--- config.mk ---
export PLATFORM = sky130hd
export DESIGN_NAME = calc_data_bus_responder
export DESIGN_NICKNAME = d
export VERILOG_FILES = /design/src/rtl/calc_data_bus_responder.sv
export SDC_FILE = /design/constraint.sdc
export NUM_CORES = 2
export LEC_CHECK = 0
export CORE_MARGIN = 2
export CORE_UTILIZATION = 60
export DETAILED_ROUTE_END_ITERATION = 6
export PLACE_DENSITY = 0.77
export SYNTH_ARGS = -nofsm -noshare
export SYNTH_HDL_FRONTEND = slang
export SYNTH_SLANG_ARGS = --single-unit
--- constraint.sdc ---
create_clock -name CLK -period 4.69 [get_ports CLK]
set_input_delay 0.469 -clock CLK [delete_from_list [all_inputs] [get_ports CLK]]
set_output_delay 0.469 -clock CLK [all_outputs]
set_load 0.05 [all_outputs]
--- src/rtl/calc_data_bus_responder.sv ---
// rtl/calc_data_bus_responder.sv - data-memory responder: word RAM, keypad FIFO, display, cycle counter
// Optional CYCLES register at 0x40C is built only when CALC_CYCLE_COUNTER_EN is defined.
module calc_data_bus_responder #(
  parameter int RAM_WORDS  = 64,
  parameter int FIFO_DEPTH = 8
) (
  input  logic        CLK,
  input  logic        RST,
  input  logic [31:0] Addr,
  input  logic [31:0] WriteData,
  input  logic        MemWrite,
  input  logic        MemRead,
  output logic [31:0] ReadData,
  output logic        Unmapped,
  input  logic        KeyValid,
  input  logic [7:0]  KeyData,
  output logic        KeyReady,
  output logic [31:0] Display
);
  localparam int PW  = $clog2(FIFO_DEPTH);
  localparam int CW  = PW + 1;
  localparam int RIW = (RAM_WORDS > 1) ? $clog2(RAM_WORDS) : 1;

  logic [31:0]   ram_q [RAM_WORDS];
  logic [7:0]    fifo_q [FIFO_DEPTH];
  logic [PW-1:0] wr_ptr_q, wr_ptr_d, rd_ptr_q, rd_ptr_d;
  logic [CW-1:0] count_q, count_d;
  logic          ovf_q, ovf_d;
  logic [31:0]   display_q, display_d;

  logic          is_ram, is_mmio, is_cyc;
  logic [1:0]    reg_sel;
  logic [RIW-1:0] ram_idx;
  logic          full, empty, push, pop;
  logic [4:0]    count5;

  assign is_ram  = (Addr[31:10] == 22'd0) && (32'(Addr[9:2]) < RAM_WORDS);
  assign is_mmio = (Addr[31:4] == 28'h0000040);
  assign reg_sel = Addr[3:2];
  assign ram_idx = Addr[RIW+1:2];
`ifdef CALC_CYCLE_COUNTER_EN
  assign is_cyc  = 1'b1;
`else
  assign is_cyc  = 1'b0;
`endif

  assign full     = (count_q == CW'(FIFO_DEPTH));
  assign empty    = (count_q == '0);
  assign KeyReady = !full;
  assign push     = KeyValid && !full;
  assign pop      = is_mmio && (reg_sel == 2'd0) && MemRead && !empty;
  assign count5   = 5'(count_q);
  assign Display  = display_q;

`ifdef CALC_CYCLE_COUNTER_EN
  logic [31:0] cycles_q, cycles_d;
  always_comb begin
    cycles_d = cycles_q + 32'd1;
    if (is_mmio && reg_sel == 2'd3 && MemWrite) cycles_d = 32'd0;
  end
  always_ff @(posedge CLK) begin
    if (RST) cycles_q <= 32'd0;
    else     cycles_q <= cycles_d;
  end
`endif

  always_comb begin
    ReadData = 32'd0;
    Unmapped = 1'b0;
    if (is_ram) begin
      ReadData = ram_q[ram_idx];
    end else if (is_mmio && (reg_sel != 2'd3 || is_cyc)) begin
      case (reg_sel)
        2'd0:    ReadData = empty ? 32'd0 : {24'd0, fifo_q[rd_ptr_q]};
        2'd1:    ReadData = {23'd0, count5, 1'b0, ovf_q, full, !empty};
        2'd2:    ReadData = display_q;
`ifdef CALC_CYCLE_COUNTER_EN
        default: ReadData = cycles_q;
`else
        default: ReadData = 32'd0;
`endif
      endcase
    end else begin
      Unmapped = 1'b1;
    end
  end

  always_comb begin
    wr_ptr_d  = push ? wr_ptr_q + PW'(1) : wr_ptr_q;
    rd_ptr_d  = pop  ? rd_ptr_q + PW'(1) : rd_ptr_q;
    count_d   = count_q;
    if (push && !pop) count_d = count_q + CW'(1);
    if (pop && !push) count_d = count_q - CW'(1);
    ovf_d     = ovf_q;
    // A same-cycle overflow beats a software clear.
    if (is_mmio && reg_sel == 2'd1 && MemWrite && WriteData[2]) ovf_d = 1'b0;
    if (KeyValid && full) ovf_d = 1'b1;
    display_d = (is_mmio && reg_sel == 2'd2 && MemWrite) ? WriteData : display_q;
  end

  always_ff @(posedge CLK) begin
    if (RST) begin
      wr_ptr_q  <= '0;
      rd_ptr_q  <= '0;
      count_q   <= '0;
      ovf_q     <= 1'b0;
      display_q <= 32'd0;
    end else begin
      wr_ptr_q  <= wr_ptr_d;
      rd_ptr_q  <= rd_ptr_d;
      count_q   <= count_d;
      ovf_q     <= ovf_d;
      display_q <= display_d;
    end
  end

  // Storage arrays carry no reset; stale FIFO slots are never visible once count is 0.
  always_ff @(posedge CLK) begin
    if (!RST && push) fifo_q[wr_ptr_q] <= KeyData;
    if (!RST && is_ram && MemWrite) ram_q[ram_idx] <= WriteData;
  end
endmodule

==> metrics.txt <==
average wire per standard cell=38.76 um; sequential share of the synthesized area=0.7684; vias per cell=7.264; Post-synth EDFFs=2112; yosys warns=0; Clock power frac=0.415; Critical Path RT=4.22 ns; Internal=0.03104 W; #FFs+latches synth=2158; Net Sw Power=0.008379 W; largest net degree at the start of global routing=66; Final Core Density=0.6931; GRT Total Usage=0.3618; violated checks=DRC; Max Buffers Root-to-Sink=3; post-route setup slack=0.005993 ns; crit-path cells=clkdlybuf4s50_1, inv_1, buf_4, nand3_1, nor2_2, buf_4, nand2_1, a221oi_1, buf_12; routability cong.=0.9549; power share of the combinational group=0.048; Crit-path slowest cell=a221oi_1; commonest non-fill, non-tap cells in the layout=edfxtp_1, mux4_2, mux2i_1; Post-Synth Adder-Cell Area=0.0007471; CP top delay family=buffers and inverters; clock skew=0.02301 ns; Buffers on Ports=140; Pleak=30.81 nW; Detailed Routing Iterations Pass 1=7; FILL cells=8111; total congestion overflow=0; share of cells above drive strength 1=0.2520; outcome=complete, but fails checks; Max Cap Viol=0; Post-CTS Resized=0; post-synthesis simple-gate area fraction=0.02824; Async SR Flop Fraction=0; Slew HR=0.1285; Power Density=409.1 nW/um^2; initial antenna violation count=9; Initial Util=0.6023; Placement Setup Slack=0.2306 ns; IO Pins=143; post-route ant nets=0; post-synth net total=4177; combinational family with the most area after synthesis=multiplexers; Root Buffer=clkbuf_16; Final #Nets=4605; synthesized area=83730 um^2; area of the core=139000 um^2; CTS tree=yes; Final Max Tran Viols=0; dpl cell area=89740 um^2; CP Class=primary input to output port; fin crit period=4.684 ns; vias in the first global route=46443; CP bufs+invs=5; Max VDD drop=0.0003632 V; Setup crit end kind=output port; routed vias=47760; H-tree depth=4; synthesized instance count=4095; RSZ-0062 raised after global routing=no; DP HPWL=152900 um; complex-gate fraction of the synthesized area=0.03906; switching part of the total=0.2125; Routed WL=254900 um; cell area after layout=96350 um^2; die width=377.6 um; final hold vios=0; clock-pin slew on the worst setup and hold paths=0.06 ns; Slew @ Worst Pin=1.298 ns; xor/xnor share of the synthesized area=0.0007322; post-CTS setup buffers=0; clock sink count=2158; crit path max fanout=15; Post-Syn Area per Cell=20.45 um^2; hold crit path type=primary input to flop; Final setup violation count=0; most common cell after layout, fill and taps aside=edfxtp_1; Core Rows=137; R2R Setup Slk=1.94 ns; setup total negative slack=0 ns; DRT iter0 DRCs=8666; FMAX=213.5 MHz; multiplexer area fraction after synthesis=0.1440; slowest stage delay, CP=1.12 ns; Die ar.=142600 um^2; Crit path arrival time=4.22 ns; dominant synthesized flop cell=edfxtp_1; cts hold-fix bufs=2; Worst setup SP type=primary input; most used cell, CP=buf_4; CTS buffer count=204; worst-skew pair later-pin latency=0.83 ns; Final period util=0.9987; Sequential Power Share=0.537; first-pass GRT wire length=352500 um; DIE HEIGHT=377.6 um; post-synth cell types=69; synthesis-to-finish area growth=15.07%; DRC=3
[routing by layer]
layer	vias up	wire [um]	GRT usage
met1	24261	81340	0.4581
met3	1013	38670	0.1261
li1	17934	-	-
met4	14	18870	0.2165
met5	-	410	0.007890
met2	4538	115600	0.5439
[flip-flops by register name, indices dropped and copies added, names as in the netlist, named ones only]
register  count
wr_ptr_q      3
ram_q      2048
rd_ptr_q      3
count_q       4
fifo_q       64
ovf_q         1
Display      32
[worst min-delay path: stages]
cell	delay [ns]
buf_2	0.11
buf_4	0.33
nor2_1	0.17
[cells in the mapped netlist (10+ instances only)]
library cell  number  share of area
nor3_1            44         0.0026
or3_1             10        0.00075
a221oi_1          21         0.0022
o21ai_0           23         0.0014
dfxtp_1           46          0.011
nand4_1           14         0.0010
a32oi_1           12         0.0013
clkbuf_1          71         0.0032
nor2b_1           14         0.0010
buf_1             10        0.00045
nor2_1           141         0.0063
buf_6             43         0.0058
nand2_1          170         0.0076
edfxtp_1        2112           0.76
buf_2             74         0.0044
mux2_2            17         0.0023
mux4_2           404           0.11
nand3_1           70         0.0042
a22oi_1          177          0.016
a21oi_1          102         0.0061
mux2i_1          275          0.033
o22ai_1           35         0.0026
and3_1            11        0.00082
nor4_1            13        0.00097
a31oi_1           14         0.0010
a211oi_1          15         0.0013
buf_4             21         0.0019
[worst paths after layout]
check | from | cells past startpoint | end
setup / recovery | Addr[7] | 9 | ReadData[12]
hold / removal | RST | 3 | flop
setup reg to reg | count_q[1] | 10 | count_q[2]
hold reg to reg | Display[30] | 2 | Display[30]
[area by class of cell]
cell class | instances | area [um^2] | share of cell area
timing repair buffer | 455 | 4691 | 0.04868
multi-input combinational | 1698 | 18360 | 0.1905
tap | 1876 | 2347 | 0.02436
clock buffer | 269 | 5555 | 0.05765
clock inverter | 109 | 1031 | 0.01070
inverter | 6 | 22.52 | 0.0002337
sequential | 2158 | 64340 | 0.6678
antenna | 4 | 10.01 | 0.0001039
[logic make-up after synthesis]
kind of cell               after synthesis
and+or+nand+nor                        520
buffers and inverters                  239
muxes                                  697
DFF                                   2158
adders and majority gates                5
AOI/OAI and AO/OA                      469
xor gates and xnor gates                 7
[through the flow]
step | power (W) | instances | hold WS [ns]
2_1_floorplan | 0.02255 | 4095 | 0.4541
6_report | 0.03942 | 6575 | 0.3029
4_1_cts | 0.03943 | 6571 | 0.2616
3_3_place_gp | 0.02338 | 6191 | 0.4599
3_5_place_dp | 0.02342 | 6191 | 0.4694
5_1_grt | 0.04025 | 6571 | 0.3034
[power groups by stage]
stage	logic (W)	clock network, W	registers (W)
after floorplan	0.000965	0	0.0216
after global placement	0.00179	0	0.0216
after CTS	0.00185	0.0164	0.0212
after global routing	0.00195	0.0171	0.0212
after detailed placement	0.00183	0	0.0216
final	0.00190	0.0163	0.0212
No activity file was read; power rests on OpenSTA's default activity.
